<file path="src/rtl/frog_game_ctrl_if.sv">
// ---------------------------------------------------------------------------
// frog_game_ctrl_if
// Bundles the signals between the frog game sequencer and its surroundings.
// The pixel datapath, switches and frame timing drive the inputs. LEDs,
// seven-segment logic and frog-position logic consume the outputs.
//   frame_tick   one-cycle pulse per VGA frame
//   start        raw start switch level (asynchronous)
//   collide      frog overlaps a car this frame
//   goal         frog is in the goal row this frame
//   state        00 IDLE, 01 GAME_1, 10 GAME_2, 11 DONE
//   p1_score     player 1 score
//   p2_score     player 2 score
//   lives        remaining lives of the active player
//   winner       00 none, 01 P1, 10 P2, 11 tie
//   frog_respawn one-cycle pulse; reload the frog start position
//   move_en      frog movement permitted
// The master modport is the environment side. The slave modport is the
// sequencer side.
// ---------------------------------------------------------------------------
interface frog_game_ctrl_if;
    logic       frame_tick;
    logic       start;
    logic       collide;
    logic       goal;
    logic [1:0] state;
    logic [3:0] p1_score;
    logic [3:0] p2_score;
    logic [2:0] lives;
    logic [1:0] winner;
    logic       frog_respawn;
    logic       move_en;

    modport master (
        output frame_tick, start, collide, goal,
        input  state, p1_score, p2_score, lives, winner, frog_respawn, move_en
    );

    modport slave (
        input  frame_tick, start, collide, goal,
        output state, p1_score, p2_score, lives, winner, frog_respawn, move_en
    );
endinterface

</file>
<file path="src/rtl/frog_game_ctrl.sv">
// ---------------------------------------------------------------------------
// frog_game_ctrl
// Game sequencer for the two-player frog/car game. It runs the turn order
// (P1, P2, done), keeps each player's score and lives, and issues respawn
// pulses. It also gates frog movement during the post-respawn hold.
// Ports:
//   board_clk  system clock
//   reset      asynchronous, active-high reset
//   bus        frog_game_ctrl_if.slave (frame/flag inputs, status outputs)
// Optional feature macro: FROG_TIMEOUT_EN. When defined, each life has a
// TIMEOUT_FRAMES budget of play frames. Running out counts as a collision.
// ---------------------------------------------------------------------------
module frog_game_ctrl #(
    parameter int unsigned WIN_SCORE      = 10,
    parameter int unsigned LIVES          = 3,
    parameter int unsigned RESPAWN_FRAMES = 30,
    parameter int unsigned TIMEOUT_FRAMES = 600
) (
    input  logic             board_clk,
    input  logic             reset,
    frog_game_ctrl_if.slave  bus
);
    typedef enum logic [1:0] {
        ST_IDLE   = 2'b00,
        ST_GAME_1 = 2'b01,
        ST_GAME_2 = 2'b10,
        ST_DONE   = 2'b11
    } state_e;

    // An out-of-range configuration keeps the game parked in IDLE.
    localparam bit CFG_OK = (WIN_SCORE >= 1) && (WIN_SCORE <= 15) &&
                            (LIVES >= 1) && (LIVES <= 7) &&
                            (RESPAWN_FRAMES >= 1) && (RESPAWN_FRAMES <= 255) &&
                            (TIMEOUT_FRAMES >= 1) && (TIMEOUT_FRAMES <= 1023);
    localparam logic [3:0] WIN_L   = 4'(WIN_SCORE);
    localparam logic [2:0] LIVES_L = 3'(LIVES);
    localparam logic [7:0] HOLD_L  = 8'(RESPAWN_FRAMES);
`ifdef FROG_TIMEOUT_EN
    localparam logic [9:0] TMO_L   = 10'(TIMEOUT_FRAMES);
`endif

    function automatic logic [3:0] sat_inc(input logic [3:0] v);
        logic [3:0] r;
        if (v == 4'd15) r = 4'd15;
        else            r = v + 4'd1;
        return r;
    endfunction

    function automatic logic [1:0] calc_winner(input logic [3:0] a, input logic [3:0] b);
        logic [1:0] w;
        if (a > b)      w = 2'b01;
        else if (b > a) w = 2'b10;
        else            w = 2'b11;
        return w;
    endfunction

    state_e     state_q, state_d;
    logic [3:0] p1_q, p1_d, p2_q, p2_d;
    logic [2:0] lives_q, lives_d;
    logic [1:0] winner_q, winner_d;
    logic       respawn_q, respawn_d;
    logic       move_en_q, move_en_d;
    logic [7:0] hold_q, hold_d;
    logic       start_meta_q, start_sync_q, start_prev_q;
`ifdef FROG_TIMEOUT_EN
    logic [9:0] tmo_q, tmo_d;
`endif

    logic       start_rise_s;
    logic       hit_s;
    logic [3:0] new_score_s;
    logic [2:0] lives_dec_s;

    // State register, start synchroniser and all game registers
    always_ff @(posedge board_clk or posedge reset) begin
        if (reset) begin
            state_q      <= ST_IDLE;
            p1_q         <= 4'd0;
            p2_q         <= 4'd0;
            lives_q      <= LIVES_L;
            winner_q     <= 2'b00;
            respawn_q    <= 1'b0;
            move_en_q    <= 1'b0;
            hold_q       <= 8'd0;
            start_meta_q <= 1'b0;
            start_sync_q <= 1'b0;
            start_prev_q <= 1'b0;
`ifdef FROG_TIMEOUT_EN
            tmo_q        <= 10'd0;
`endif
        end else begin
            state_q      <= state_d;
            p1_q         <= p1_d;
            p2_q         <= p2_d;
            lives_q      <= lives_d;
            winner_q     <= winner_d;
            respawn_q    <= respawn_d;
            move_en_q    <= move_en_d;
            hold_q       <= hold_d;
            start_meta_q <= bus.start;
            start_sync_q <= start_meta_q;
            start_prev_q <= start_sync_q;
`ifdef FROG_TIMEOUT_EN
            tmo_q        <= tmo_d;
`endif
        end
    end

    // Next-state logic: turn order, scoring, lives and the hold/play phases
    always_comb begin
        state_d      = state_q;
        p1_d         = p1_q;
        p2_d         = p2_q;
        lives_d      = lives_q;
        winner_d     = winner_q;
        respawn_d    = 1'b0;
        move_en_d    = move_en_q;
        hold_d       = hold_q;
        start_rise_s = start_sync_q & ~start_prev_q;
        new_score_s  = sat_inc((state_q == ST_GAME_2) ? p2_q : p1_q);
        lives_dec_s  = (lives_q == 3'd0) ? 3'd0 : (lives_q - 3'd1);
`ifdef FROG_TIMEOUT_EN
        tmo_d        = tmo_q;
        // tmo_q is at least 1 throughout play, so reaching 1 on a frame means expiry
        hit_s        = bus.collide | (tmo_q == 10'd1);
`else
        hit_s        = bus.collide;
`endif

        case (state_q)
            ST_IDLE: begin
                move_en_d = 1'b0;
                if (start_rise_s && CFG_OK) begin
                    state_d   = ST_GAME_1;
                    p1_d      = 4'd0;
                    p2_d      = 4'd0;
                    lives_d   = LIVES_L;
                    winner_d  = 2'b00;
                    respawn_d = 1'b1;
                    hold_d    = HOLD_L;
                end else begin
                    state_d = ST_IDLE;
                end
            end
            ST_GAME_1, ST_GAME_2: begin
                if (!start_sync_q) begin
                    // Abort: scores stay visible, no respawn pulse
                    state_d   = ST_IDLE;
                    move_en_d = 1'b0;
                    hold_d    = 8'd0;
                end else if (!move_en_q) begin
                    // Hold phase: count frames down, flags are ignored
                    if (bus.frame_tick && (hold_q != 8'd0)) begin
                        hold_d = hold_q - 8'd1;
                        if (hold_q == 8'd1) begin
                            move_en_d = 1'b1;
`ifdef FROG_TIMEOUT_EN
                            tmo_d     = TMO_L;
`endif
                        end else begin
                            move_en_d = 1'b0;
                        end
                    end else begin
                        hold_d = hold_q;
                    end
                end else if (bus.frame_tick) begin
                    if (bus.goal) begin
                        if (state_q == ST_GAME_2) p2_d = new_score_s;
                        else                      p1_d = new_score_s;
                        if (new_score_s == WIN_L) begin
                            state_d   = ST_DONE;
                            move_en_d = 1'b0;
                            winner_d  = calc_winner(p1_d, p2_d);
                        end else begin
                            respawn_d = 1'b1;
                            move_en_d = 1'b0;
                            hold_d    = HOLD_L;
                        end
                    end else if (hit_s) begin
                        lives_d = lives_dec_s;
                        if (lives_q > 3'd1) begin
                            respawn_d = 1'b1;
                            move_en_d = 1'b0;
                            hold_d    = HOLD_L;
                        end else if (state_q == ST_GAME_1) begin
                            state_d   = ST_GAME_2;
                            lives_d   = LIVES_L;
                            respawn_d = 1'b1;
                            move_en_d = 1'b0;
                            hold_d    = HOLD_L;
                        end else begin
                            state_d   = ST_DONE;
                            move_en_d = 1'b0;
                            winner_d  = calc_winner(p1_q, p2_q);
                        end
                    end else begin
`ifdef FROG_TIMEOUT_EN
                        tmo_d = tmo_q - 10'd1;
`else
                        lives_d = lives_q;
`endif
                    end
                end else begin
                    state_d = state_q;
                end
            end
            ST_DONE: begin
                move_en_d = 1'b0;
                if (!start_sync_q) state_d = ST_IDLE;
                else               state_d = ST_DONE;
            end
            default: begin
                state_d   = ST_IDLE;
                move_en_d = 1'b0;
            end
        endcase
    end

    // Output drive: every output comes straight from a register
    always_comb begin
        bus.state        = state_q;
        bus.p1_score     = p1_q;
        bus.p2_score     = p2_q;
        bus.lives        = lives_q;
        bus.winner       = winner_q;
        bus.frog_respawn = respawn_q;
        bus.move_en      = move_en_q;
    end
endmodule

</file>
<file path="src/flat_wrapper.sv">
// flat-port wrapper written by rule: the top's interface ports become plain ports
module frog_game_ctrl_flat 
#(
    parameter int unsigned WIN_SCORE      = 10,
    parameter int unsigned LIVES          = 3,
    parameter int unsigned RESPAWN_FRAMES = 30,
    parameter int unsigned TIMEOUT_FRAMES = 600
)
  (board_clk, reset, bus_frame_tick, bus_start, bus_collide, bus_goal, bus_state, bus_p1_score, bus_p2_score, bus_lives, bus_winner, bus_frog_respawn, bus_move_en);
  frog_game_ctrl_if bus_i ();
  input  logic board_clk;
  input  logic reset;
  input wire logic [$bits(bus_i.frame_tick)-1:0] bus_frame_tick;
  input wire logic [$bits(bus_i.start)-1:0] bus_start;
  input wire logic [$bits(bus_i.collide)-1:0] bus_collide;
  input wire logic [$bits(bus_i.goal)-1:0] bus_goal;
  output wire logic [$bits(bus_i.state)-1:0] bus_state;
  output wire logic [$bits(bus_i.p1_score)-1:0] bus_p1_score;
  output wire logic [$bits(bus_i.p2_score)-1:0] bus_p2_score;
  output wire logic [$bits(bus_i.lives)-1:0] bus_lives;
  output wire logic [$bits(bus_i.winner)-1:0] bus_winner;
  output wire logic [$bits(bus_i.frog_respawn)-1:0] bus_frog_respawn;
  output wire logic [$bits(bus_i.move_en)-1:0] bus_move_en;
  assign bus_i.frame_tick = bus_frame_tick;
  assign bus_i.start = bus_start;
  assign bus_i.collide = bus_collide;
  assign bus_i.goal = bus_goal;
  assign bus_state = bus_i.state;
  assign bus_p1_score = bus_i.p1_score;
  assign bus_p2_score = bus_i.p2_score;
  assign bus_lives = bus_i.lives;
  assign bus_winner = bus_i.winner;
  assign bus_frog_respawn = bus_i.frog_respawn;
  assign bus_move_en = bus_i.move_en;
  frog_game_ctrl #(.WIN_SCORE(WIN_SCORE), .LIVES(LIVES), .RESPAWN_FRAMES(RESPAWN_FRAMES), .TIMEOUT_FRAMES(TIMEOUT_FRAMES)) u_core (.board_clk(board_clk), .reset(reset), .bus(bus_i));
endmodule
</file>
<file path="config.mk">
export PLATFORM = sky130hd
export DESIGN_NAME = frog_game_ctrl_flat
export DESIGN_NICKNAME = d
export VERILOG_FILES = /design/src/rtl/frog_game_ctrl_if.sv /design/src/rtl/frog_game_ctrl.sv /design/src/flat_wrapper.sv
export SDC_FILE = /design/constraint.sdc
export NUM_CORES = 1
export LEC_CHECK = 0
export ABC_AREA = 1
export CAP_MARGIN = 10
export CORE_MARGIN = 2
export CORE_UTILIZATION = 51
export DETAILED_ROUTE_END_ITERATION = 12
export PLACE_DENSITY = 0.82
export SETUP_SLACK_MARGIN = 0.2
export SYNTH_ARGS = -nofsm -noshare
export SYNTH_HDL_FRONTEND = slang
export SYNTH_SLANG_ARGS = --single-unit
</file>
<file path="constraint.sdc">
create_clock -name board_clk -period 8.85 [get_ports board_clk]
set_clock_uncertainty 0.2 [all_clocks]
set_input_delay 1.3275 -clock board_clk [delete_from_list [all_inputs] [get_ports board_clk]]
set_output_delay 1.3275 -clock board_clk [all_outputs]
set_load 0.02 [all_outputs]
</file>
* Word level (Yosys, flattened, before mapping)
Index checks and enable logic that the tools add are counted.
** Operators by class
- $add $sub $neg :: 3
- $mul :: 0
- Divide/modulo/power cells :: 0
- Magnitude comparators :: 5
- Eq/ne operators :: 27
- Shift operators :: 0
- Multiplexer cells :: 89
- Bitwise gates (word level) :: 2
- Reduce and logical (&&, ||, !) cells :: 12
** Operators with widths (number)
- $mux 4 :: 23
- $mux 8 :: 10
- $mux 2 :: 19
- $mux 3 :: 9
- $mux 1 :: 20
- $gt 4x4->1 :: 4
- $ne 4x4->1 const B :: 4
- $pmux 4 s2 :: 2
- $pmux 8 s2 :: 1
- $reduce_and 7->1 :: 2
- $ne 3x3->1 const B :: 4
- $ne 5x5->1 const B :: 2
- $reduce_and 9->1 :: 1
- $eq 4x4->1 const B :: 2
- $eq 8x1->1 const B :: 1
- $ne 2x2->1 const B :: 4
- $reduce_bool 8->1 :: 1
- $sub 8x1->8 const B :: 1
- $ne 2x1->1 const B :: 3
- $ne 3x2->1 const B :: 2
- $ne 6x6->1 const B :: 1
- $pmux 2 s3 :: 1
- $pmux 3 s2 :: 1
- $reduce_and 6->1 :: 1
- other kinds (16) :: 19
** Word-level totals
- Register bits :: 28
- Bits in latches :: 0
- RAM bits :: 0
- ROM bits :: 0
- Input port bits :: 6
- Output and inout bits :: 17
- Word-level logic and storage cells :: 149
- Memories :: 0

* Longest topological paths before layout
Gate-level depths: netlist of the first run.
- Depth after elaboration :: 19
- Gate-level depth with buffers :: 19
- Depth with buffers taken out :: 19

* Worst setup path after synthesis of the first run
OpenSTA, ideal clock, no wires.
- Path type :: register -> register
- Start :: register u_core.state_q[0] (netlist: u_core.bus.state[0])
- End :: register u_core.winner_q[1] (netlist: u_core.bus.winner[1])
- Library setup time :: 117 ps
- Arrival time :: 2843 ps
- Data required time :: 8533 ps
- Slack :: 5690 ps
- Cell stages (with the launch flop) :: 20
- Buffers on the path :: 0
- Period minus slack after synthesis :: 3160 ps
- Cells stage by stage :: dfrtp_1 -> inv_1 -> ha_1 -> inv_2 -> nand2_1 -> nand2_1 -> ha_1 -> nand3_1 -> nor2_1 -> or2_2 -> o21ai_0 -> inv_1 -> ha_1 -> a21oi_1 -> o21ai_0 -> o21ai_0 -> nand2_1 -> nand2_1 -> nand3_1 -> nand2_1
** On the way
- Word-level cells in the longest chain between the ends :: 18
- Elaborated cells between the ends (all ways) :: 39
- Those cells by class :: 1 x add/sub; 1 x order compare; 12 x eq/ne; 21 x mux; 4 x reduce/logical
** Ends and longest elaborated chain
- start: declaration :: RTL line frog_game_ctrl.sv:57 : state_e state_q, state_d;
- start signal: assignment :: RTL line frog_game_ctrl.sv:92 : state_q <= state_d;
- $eq 2x2->1 :: RTL line frog_game_ctrl.sv:120, frog_game_ctrl.sv:130, frog_game_ctrl.sv:168
- $mux 4 :: RTL line frog_game_ctrl.sv:120 : new_score_s = sat_inc((state_q == ST_GAME_2) ? p2_q : p1_q);
- $add 4x1->4 / $eq 4x4->1 (equally long branches) :: RTL line frog_game_ctrl.sv:45, frog_game_ctrl.sv:44
- $mux 4 :: RTL line frog_game_ctrl.sv:44 : if (v == 4'd15) r = 4'd15;
- $mux 4 :: RTL line frog_game_ctrl.sv:168 : if (state_q == ST_GAME_2) p2_d = new_score_s;
- $mux 4 :: RTL line frog_game_ctrl.sv:167 : if (bus.goal) begin
- $mux 4 :: RTL line frog_game_ctrl.sv:166 : end else if (bus.frame_tick) begin
- $mux 4 :: RTL line frog_game_ctrl.sv:151 : end else if (!move_en_q) begin
- [2 not listed]
- $gt 4x4->1 :: RTL line frog_game_ctrl.sv:51 : if (a > b) w = 2'b01;
- $mux 2 :: RTL line frog_game_ctrl.sv:51
- $mux 2 :: RTL line frog_game_ctrl.sv:170 : if (new_score_s == WIN_L) begin
- $mux 2 :: RTL line frog_game_ctrl.sv:167
- $mux 2 :: RTL line frog_game_ctrl.sv:166
- $mux 2 :: RTL line frog_game_ctrl.sv:151
- $mux 2 :: RTL line frog_game_ctrl.sv:146 : if (!start_sync_q) begin
- $pmux 2 s2 :: RTL line frog_game_ctrl.sv:130 : case (state_q)
- end signal: assignment :: RTL line frog_game_ctrl.sv:96 : winner_q <= winner_d;
- end: declaration :: RTL line frog_game_ctrl.sv:60 : logic [1:0] winner_q, winner_d;
Several ways; a longest one is shown, not always the timed one. The select of a mux whose other input is x is not followed.
A chain may end at the register's enable or synchronous reset.

* Worst setup path in the final report of the first run
Same ends and word-level chain as after synthesis.

==> qor.txt, run 1 <==
IO Pins - 23
Site Rows - 23
Syn Nets - 319
final setup fails - 0
most frequent cells in the layout - 74 x nand2_1, 37 x inv_1, 26 x dfrtp_1
synth top area cells - dfrtp_1 31%, nand2_1 13%, ha_1 12%
routability congestion estimate from global placement - 0.944
via count - 1928
register bit total from synthesis - 28
Fin. Hold Viols - 0
CP Max Fanout - 16
setup TNS - 0 ns
Hold Path Stages - 0
Critical Path End Type - flop
H-tree levels - 1
clk buf depth - 2
Power Density - 280 nW/um2
global-route wire length before repair - 7.95 mm
initial antenna violation count - 0
Hold Crit Class - flop to flop
Post-CTS Hold Buffers - 0
RSZ-0062 raised after global routing - no
Hold WS - 0.161 ns
initial core utilization - 0.531
Critical Path RT - 8.83 ns
reported max-cap violation count - 0
min cycle time layout - 3.68 ns
remaining global-route overflow - 0
Setup Fix Bufs, Post-CTS - 0
yosys warns - 0
share of the synthesized area in the top cell type - 0.306
WS Path Type - flop to flop
# clock sinks - 28
post-CTS sizing - 0
max-slew violation count - 0
antenna cells - 0
Synth Area per Inst - 7.28 um2
CTS tree - done
VDD IR-drop max - 0.134 mV
Cell variety after synth - 34
routed len/inst - 12.9 um
Yosys top cell by area - dfrtp_1
largest net degree at the start of global routing - 29
TritonRoute pass-1 iters - 4
port bufs - 22
worst slew pin tran - 0.551 ns
root buffer cell - clkbuf_8
DRT Wirelength - 4.68 mm
f_max - 272 MHz
Mapped Cells - 292
vias in the first global route - 1776
DP HPWL - 3.48 mm
DIE HEIGHT - 68.5 um
Area Growth Syn to Fin - 16.4%
Iteration-0 DRC Markers - 84
Leakage - 1.18 nW
Setup crit start kind - flop
NumNets Final - 342
Synth Cell Area - 2120 um2
Critical Path AT - 3.66 ns
drt drc - 0
remaining antenna violation count after routing - 0
die area - 4700 um2
Tcrit/Tclk final - 0.416
max_slew headroom - 0.629
outcome - complete, no violations
core area - 4000 um2
routed vias/inst - 5.30
global-route usage over all layers - 0.227
layout cell share with drive strength beyond 1 - 0.0924
clock-pin slew on the worst setup and hold paths - 0.10 ns
Worst-Skew Late Latency - 0.28 ns
R2R depth - 19
most common cell after layout, fill and taps aside - nand2_1
DIE WIDTH - 68.5 um
post-synthesis sequential area ratio - 0.331
CTS buffer count - 3
[cell families (layout without fill, tap and decap cells)]
kind of cell               Yosys count  in the layout  share of synthesized area
and+or+nand+nor                    133            133                      0.276
AOI/OAI and AO/OA                   64             64                      0.181
buffers and inverters               46             68                     0.0883
DFF                                 28             28                      0.331
adders and majority gates           21             21                      0.124
[registers in the layout, indices dropped and copies added (netlist names)]
register and count:
u_core.bus.state 2, u_core.bus.winner 2, u_core.bus.p1_score 4, u_core.start_sync_q 1
u_core.start_prev_q 1, u_core.bus.frog_respawn 1, u_core.hold_q 8, u_core.start_meta_q 1
u_core.bus.lives 3, u_core.bus.p2_score 4, u_core.bus.move_en 1
[path summary, 6_finish.rpt]
kind	start	end	slack, ns
hold reg to reg	u_core.start_meta_q	u_core.start_sync_q	0.16
hold / removal	u_core.start_meta_q	u_core.start_sync_q	0.16
min in group asynchronous	reset	u_core.bus.p1_score[3]	1.18
max in group asynchronous	reset	u_core.bus.lives[1]	6.71
setup / recovery	u_core.bus.state[0]	u_core.bus.winner[1]	5.17
setup reg to reg	u_core.bus.state[0]	u_core.bus.winner[1]	5.17
[metrics by stage]
step	power (mW)	util	cells	setup WS [ns]	area [um2]
after floorplan	0.485	-	292	5.69	2120
after global placement	0.572	0.593	359	5.45	2370
after detailed placement	0.582	0.593	359	5.24	2370
after CTS	0.693	0.611	363	5.21	2440
after global routing	0.758	0.618	364	4.78	2470
final	0.692	0.618	364	5.17	2470
[area by class of cell]
| type | count | area [um2] |
|---|---|---|
| clock inverter | 1 | 30.0 |
| inverter | 41 | 154 |
| multi-input combinational | 218 | 1230 |
| fill | 359 | 1530 |
| clock buffer | 3 | 41.3 |
| tap | 50 | 62.6 |
| timing repair buffer | 23 | 248 |
| sequential | 28 | 703 |
[report_power, final]
part | switching [mW] | leakage, nW | internal (mW)
clock network | 0.0428 | 0.0357 | 0.0607
logic | 0.252 | 0.784 | 0.144
registers | 0.0306 | 0.363 | 0.162
total | 0.325 | 1.18 | 0.367
[cells in the mapped netlist]
master	n
nand2_1	74
inv_1	37
dfrtp_1	26
o21ai_0	24
nor2_1	23
ha_1	21
nand3_1	20
a21oi_1	12
o21ai_2	8
o22ai_1	7
nand2_2	4
o21ai_1	4
inv_2	3
nand4_1	3
buf_2	2
dfstp_2	2
nand3_2	2
nand3b_1	2
o21a_1	2
o21bai_1	2
a211oi_1	1
a21boi_0	1
a21oi_2	1
a22o_1	1
a22oi_1	1
buf_8	1
clkbuf_1	1
clkbuf_2	1
clkinv_1	1
nand2_4	1
nor2_4	1
nor3_1	1
nor3_2	1
or2_2	1
[layer usage]
layer,vias up,track usage,share of wire
met5,-,0,0
met4,0,0.0700,0.015
met3,7,0.0260,0.042
met2,46,0.374,0.46
met1,871,0.312,0.48
li1,1004,-,-
[worst max-delay path: stages, from the launching register on]
cell and delay (ns):
dfrtp_1 0.46, inv_1 0.16, ha_1 0.48, inv_2 0.12, nand2_1 0.11, nand2_1 0.09
ha_1 0.23, nand3_1 0.13, nor2_1 0.06, or2_2 0.29, o21ai_0 0.24, inv_1 0.08
ha_1 0.30, a21oi_1 0.07, o21ai_0 0.18, o21ai_0 0.12, nand2_1 0.07, nand2_1 0.05
nand3_1 0.07, nand2_1 0.06
Note: power is estimated with default switching activity, not from simulation.
==> run 2: changes to the inputs <==
==> constraint.sdc (replaced) <==
create_clock -name board_clk -period 3.7 [get_ports board_clk]
set_clock_uncertainty 0.2 [all_clocks]
set_input_delay 0.555 -clock board_clk [delete_from_list [all_inputs] [get_ports board_clk]]
set_output_delay 0.555 -clock board_clk [all_outputs]
set_load 0.02 [all_outputs]
==> qor.txt, run 2 (synthesis results as in run 1) <==
NumNets Final - 345 (+0.88%)
clock-pin slew on the worst setup and hold paths - 0.10 ns (about the same)
Area Growth Syn to Fin - 17.4%
CTS tree - done
Setup WS pre-CTS - 0.344 ns (-4.90 ns)
routed vias/inst - 5.31 (+0.26%)
routed len/inst - 12.5 um (-2.4%)
Hold WS - 0.163 ns (+0.00254 ns)
Flop pwr share - 0.278 (about the same)
CP Max Fanout - 7 (-9)
switching share of power - 0.466 (-0.00331)
DRT Wirelength - 4.60 mm (-1.6%)
max-slew violation count - 0 (unchanged)
antenna cells - 0 (unchanged)
VDD IR-drop max - 0.360 mV (+170%)
FF-to-FF Start - u_core.bus.state[0]
TritonRoute pass-1 iters - 4 (unchanged)
Site Rows - 23 (unchanged)
IO Pins - 23 (unchanged)
DIE HEIGHT - 68.5 um (unchanged)
Util after Layout - 0.624 (+0.00563)
RSZ-0062 raised after global routing - no
min cycle time layout - 3.17 ns (-0.514 ns)
Power, Total - 1.66 mW (+140%)
initial core utilization - 0.531 (unchanged)
setup TNS - 0 ns (unchanged)
placed inst area - 2400 um2 (+0.95%)
remaining global-route overflow - 0 (unchanged)
Tcrit/Tclk final - 0.856 (+0.440)
clk buf depth - 2 (unchanged)
via count - 1949 (+1.1%)
Worst-Skew Late Latency - 0.28 ns (about the same)
DP HPWL - 3.50 mm (+0.61%)
routability congestion estimate from global placement - 0.881 (-6.6%)
worst slew pin tran - 0.576 ns (+0.0248 ns)
initial antenna violation count - 0 (unchanged)
clock share of power - 0.149 (about the same)
final setup margin - 0.534 ns (-4.64 ns)
reported max-cap violation count - 0 (unchanged)
port bufs - 22 (unchanged)
Fin. Hold Viols - 0 (unchanged)
drt drc - 0 (unchanged)
Largest register FFs - 8 (unchanged)
outcome - complete, no violations
most common cell after layout, fill and taps aside - nand2_1
global-route wire length before repair - 7.74 mm (-2.6%)
layout cell share with drive strength beyond 1 - 0.107 (+0.0149)
Setup crit start kind - flop
switching pwr - 772 uW (+140%)
WS Path Type - flop to flop
Hold Crit Class - flop to flop
largest net degree at the start of global routing - 29 (unchanged)
Iteration-0 DRC Markers - 95 (+13%)
Critical Path RT - 3.68 ns (-5.15 ns)
Power Density - 664 nW/um2 (+140%)
root buffer cell - clkbuf_8
final setup fails - 0 (unchanged)
vias in the first global route - 1800 (+1.4%)
Critical Path End Type - flop
Critical Path AT - 3.15 ns (-0.51 ns)
H-tree levels - 1 (unchanged)
global-route usage over all layers - 0.220 (-0.00694)
# clock sinks - 28 (unchanged)
core area - 4000 um2 (unchanged)
hold path start - u_core.start_meta_q
die area - 4700 um2 (unchanged)
Setup Fix Bufs, Post-CTS - 0 (unchanged)
internal power - 883 uW (+140%)
Top reg by flops - u_core.hold_q
f_max - 316 MHz (+16%)
CTS buffer count - 3 (unchanged)
Leakage - 1.19 nW (+0.82%)
most frequent cells in the layout - 74 x nand2_1, 36 x inv_1, 26 x dfrtp_1
CP Launch Point - u_core.bus.state[0]
Finished Cell Area - 2490 um2 (+0.91%)
DIE WIDTH - 68.5 um (unchanged)
max_slew headroom - 0.616 (-0.0131)
remaining antenna violation count after routing - 0 (unchanged)
final std cells w/o fill - 367 (+0.82%)
dpl cells - 362 (+0.84%)
Comb pwr share - 0.573 (about the same)
-- run 2: cell count changes in the layout (fill, tap and decap cells not counted), sizes merged --
cell / delta
buf: +3
-- run 2: per-layer routing --
metal / vias up / global-route usage / wire length (um) / share of wire
met5: - / 0 / 0 / 0
met4: 0 / 0.0800 / 74 / 0.016
met3: 7 / 0.0260 / 167 / 0.036
met2: 33 / 0.357 / 2170 / 0.47
met1: 902 / 0.301 / 2190 / 0.48
li1: 1007 / - / - / -
-- run 2: timing repair --
item | in CTS | in global routing
gates resized for setup | 0 | 5
endpoints found under the setup margin | 0 | 2
hold buffers | 0 | 0
-- run 2: power groups by stage --
stage | Sequential, mW | Clock, mW | Combinational (mW)
floorplan | 0.501 | 0 | 0.659
global placement | 0.463 | 0 | 0.913
detailed placement | 0.465 | 0 | 0.931
CTS | 0.459 | 0.254 | 0.939
global route | 0.475 | 0.265 | 1.07
finish | 0.461 | 0.247 | 0.948
-- run 2: final cells by class --
type | count | area (um2)
fillers | 349 | 1510
multi-input cells | 218 | 1250
flip-flops and latches | 28 | 703
repair buffers | 26 | 258
inverters | 41 | 154
well taps | 50 | 62.6
clock buffers | 3 | 41.3
clock inverters | 1 | 30.0
-- run 2: final timing paths --
path	endpoint	slack, ns	cells after the start
worst max register to register	u_core.bus.winner[1]	0.53	19
min in group asynchronous	u_core.hold_q[5]	0.42	2
max in group asynchronous	u_core.bus.lives[0]	2.34	3
worst max-delay path	u_core.bus.winner[1]	0.53	19
worst min-delay path	u_core.start_sync_q	0.16	0
worst min register to register	u_core.start_sync_q	0.16	0
-- run 2: worst max-delay path, stage by stage, from the launching register on --
cell and delay [ns]:
dfrtp_1 0.46, inv_2 0.14, ha_4 0.18, inv_2 0.06
nand2_1 0.08, nand2_1 0.08, ha_1 0.24, nand3_1 0.13
nor2_1 0.06, or2_2 0.29, o21ai_1 0.17, inv_1 0.06
ha_1 0.30, a21oi_1 0.07, o21ai_0 0.19, o21ai_0 0.11
nand2_1 0.07, nand2_1 0.05, nand3_1 0.07, nand2_1 0.05
==> run 3: changes to the inputs <==
--- a/config.mk
+++ b/config.mk
@@ -7,7 +7,6 @@
 export LEC_CHECK = 0
 export ABC_AREA = 1
 export CAP_MARGIN = 10
-export CORE_MARGIN = 2
 export CORE_UTILIZATION = 51
 export DETAILED_ROUTE_END_ITERATION = 12
 export PLACE_DENSITY = 0.82
==> qor.txt, run 3 (synthesis results as in run 1) <==
most common cell after layout, fill and taps aside - nand2_1
initial core utilization - 0.531 (unchanged)
clk buf depth - 2 (unchanged)
most frequent cells in the layout - 74 x nand2_1, 37 x inv_1, 25 x dfrtp_1
drt drc - 0 (unchanged)
Critical Path AT - 3.25 ns (+0.10 ns)
VDD IR-drop max - 0.287 mV (-20%)
max-slew violation count - 0 (unchanged)
switching share of power - 0.478 (+0.0113)
Setup Fix Bufs, Post-CTS - 0 (unchanged)
max_slew headroom - 0.615 (about the same)
TritonRoute pass-1 iters - 4 (unchanged)
worst slew pin tran - 0.576 ns (+0.000696 ns)
FF-to-FF Start - u_core.bus.state[0]
Power Density - 645 nW/um2 (-2.7%)
DR top layer - met4
RR Endpoint - u_core.bus.winner[1]
routed vias/inst - 5.40 (+1.8%)
Iteration-0 DRC Markers - 113 (+19%)
outcome - complete, no violations
switching pwr - 762 uW (-1.3%)
WS Path Type - flop to flop
Area Growth Syn to Fin - 16.4%
Leakage - 1.18 nW (-0.66%)
via count - 1978 (+1.5%)
Top reg by flops - u_core.hold_q
vias in the first global route - 1790 (-0.56%)
reported max-cap violation count - 0 (unchanged)
port bufs - 22 (unchanged)
Hold Crit Class - flop to flop
CTS tree - done
DIE HEIGHT - 66.5 um (-2.9%)
Finished Cell Area - 2470 um2 (-0.90%)
Fin. Hold Viols - 0 (unchanged)
H-tree levels - 1 (unchanged)
Worst-Skew Late Latency - 0.28 ns (about the same)
antenna cells - 0 (unchanged)
CP Launch Point - u_core.bus.state[0]
remaining global-route overflow - 0 (unchanged)
Site Rows - 23 (unchanged)
Post-CTS Hold Buffers - 0 (unchanged)
Critical Path End Type - flop
Largest register FFs - 8 (unchanged)
CP Max Fanout - 15 (+8)
DP HPWL - 3.40 mm (-2.8%)
IO Pins - 23 (unchanged)
R2R depth - 19 (unchanged)
global-route usage over all layers - 0.229 (+0.00881)
final std cells w/o fill - 366 (-0.27%)
post-CTS sizing - 0 (unchanged)
clock-pin slew on the worst setup and hold paths - 0.10 ns (about the same)
routed len/inst - 12.5 um (-0.36%)
initial antenna violation count - 0 (unchanged)
internal power - 834 uW (-5.6%)
root buffer cell - clkbuf_8
global-route wire length before repair - 7.71 mm (-0.35%)
DRT Wirelength - 4.57 mm (-0.63%)
layout cell share with drive strength beyond 1 - 0.101 (-0.00599)
R2R setup slack - 0.43 ns (-0.10 ns)
DIE WIDTH - 66.5 um (-2.9%)
Flop pwr share - 0.289 (+0.011)
routed metal-1 wire length - 2.21 mm (+1.1%)
Setup WS pre-CTS - 0.343 ns (-0.000724 ns)
f_max - 306 MHz (-3.1%)
routability congestion estimate from global placement - 0.908 (+3.0%)
NumNets Final - 344 (-0.29%)
setup TNS - 0 ns (unchanged)
largest net degree at the start of global routing - 28 (-3.4%)
Comb pwr share - 0.590 (+0.017)
die area - 4430 um2 (-5.8%)
CTS buffer count - 3 (unchanged)
final setup margin - 0.434 ns (-0.0998 ns)
min cycle time layout - 3.27 ns (+0.0998 ns)
met3 WL - 200 um (+20%)
final setup fails - 0 (unchanged)
crit path to - u_core.bus.winner[1]
placed inst area - 2390 um2 (-0.31%)
Tcrit/Tclk final - 0.883 (+0.0270)
# clock sinks - 28 (unchanged)
met2 wire len - 2.10 mm (-3.2%)
remaining antenna violation count after routing - 0 (unchanged)
dpl cells - 361 (-0.28%)
clock share of power - 0.121 (-0.028)
core area - 4000 um2 (unchanged)
Setup crit start kind - flop
Util after Layout - 0.618 (-0.00563)
hold path start - u_core.start_meta_q
Critical Path RT - 3.68 ns (about the same)
RSZ-0062 raised after global routing - no
==> run 3: routing by layer <==
layer  global-route usage  vias to the layer above
met5                    0                        -
met4               0.0798                        0
met3               0.0308                        7
met2                0.371                       56
met1                0.309                      908
li1                     -                     1007
==> run 3: per-stage QoR <==
| step | power, mW | hold WS (ns) |
|---|---|---|
| 6_report | 1.60 | 0.158 |
| 5_1_grt | 1.74 | 0.164 |
| 4_1_cts | 1.59 | 0.161 |
| 3_5_place_dp | 1.39 | 0.137 |
| 3_3_place_gp | 1.37 | 0.133 |
| 2_1_floorplan | 1.16 | 0.131 |
==> run 3: how the worst min path moves through the flow <==
stage / to / depth (start not counted)
after global placement: u_core.start_sync_q / 0
after floorplan: u_core.start_sync_q / 0
after global routing: u_core.start_sync_q / 0
after detailed placement: u_core.start_sync_q / 0
after CTS: u_core.start_sync_q / 0
final: u_core.start_sync_q / 0
==> run 3: worst max-delay path, cell delays in order (launching register included) <==
cell     delay, ns
dfrtp_2       0.42
inv_1         0.10
ha_1          0.24
buf_4         0.19
nand2_1       0.09
nand2_1       0.09
ha_1          0.24
nand3_1       0.13
nor2_1        0.06
or2_2         0.29
o21ai_1       0.16
inv_1         0.06
ha_1          0.29
a21oi_1       0.06
o21ai_1       0.17
o21ai_0       0.12
nand2_1       0.07
nand2_1       0.05
nand3_1       0.07
nand2_1       0.05
==> run 3: cell type report <==
| cell class | instances | area [um2] |
|---|---|---|
| inverters | 41 | 154 |
| multi-input cells | 218 | 1230 |
| well taps | 50 | 62.6 |
| repair buffers | 25 | 263 |
| clock buffers | 4 | 55.1 |
| fillers | 369 | 1530 |
| flip-flops and latches | 28 | 704 |
==> run 3: power groups by stage <==
| stage | registers [mW] | clock network (mW) | logic [mW] |
|---|---|---|---|
| 6_report | 0.461 | 0.194 | 0.941 |
| 5_1_grt | 0.474 | 0.213 | 1.06 |
| 4_1_cts | 0.461 | 0.202 | 0.931 |
| 3_5_place_dp | 0.466 | 0 | 0.922 |
| 3_3_place_gp | 0.462 | 0 | 0.908 |
| 2_1_floorplan | 0.501 | 0 | 0.659 |
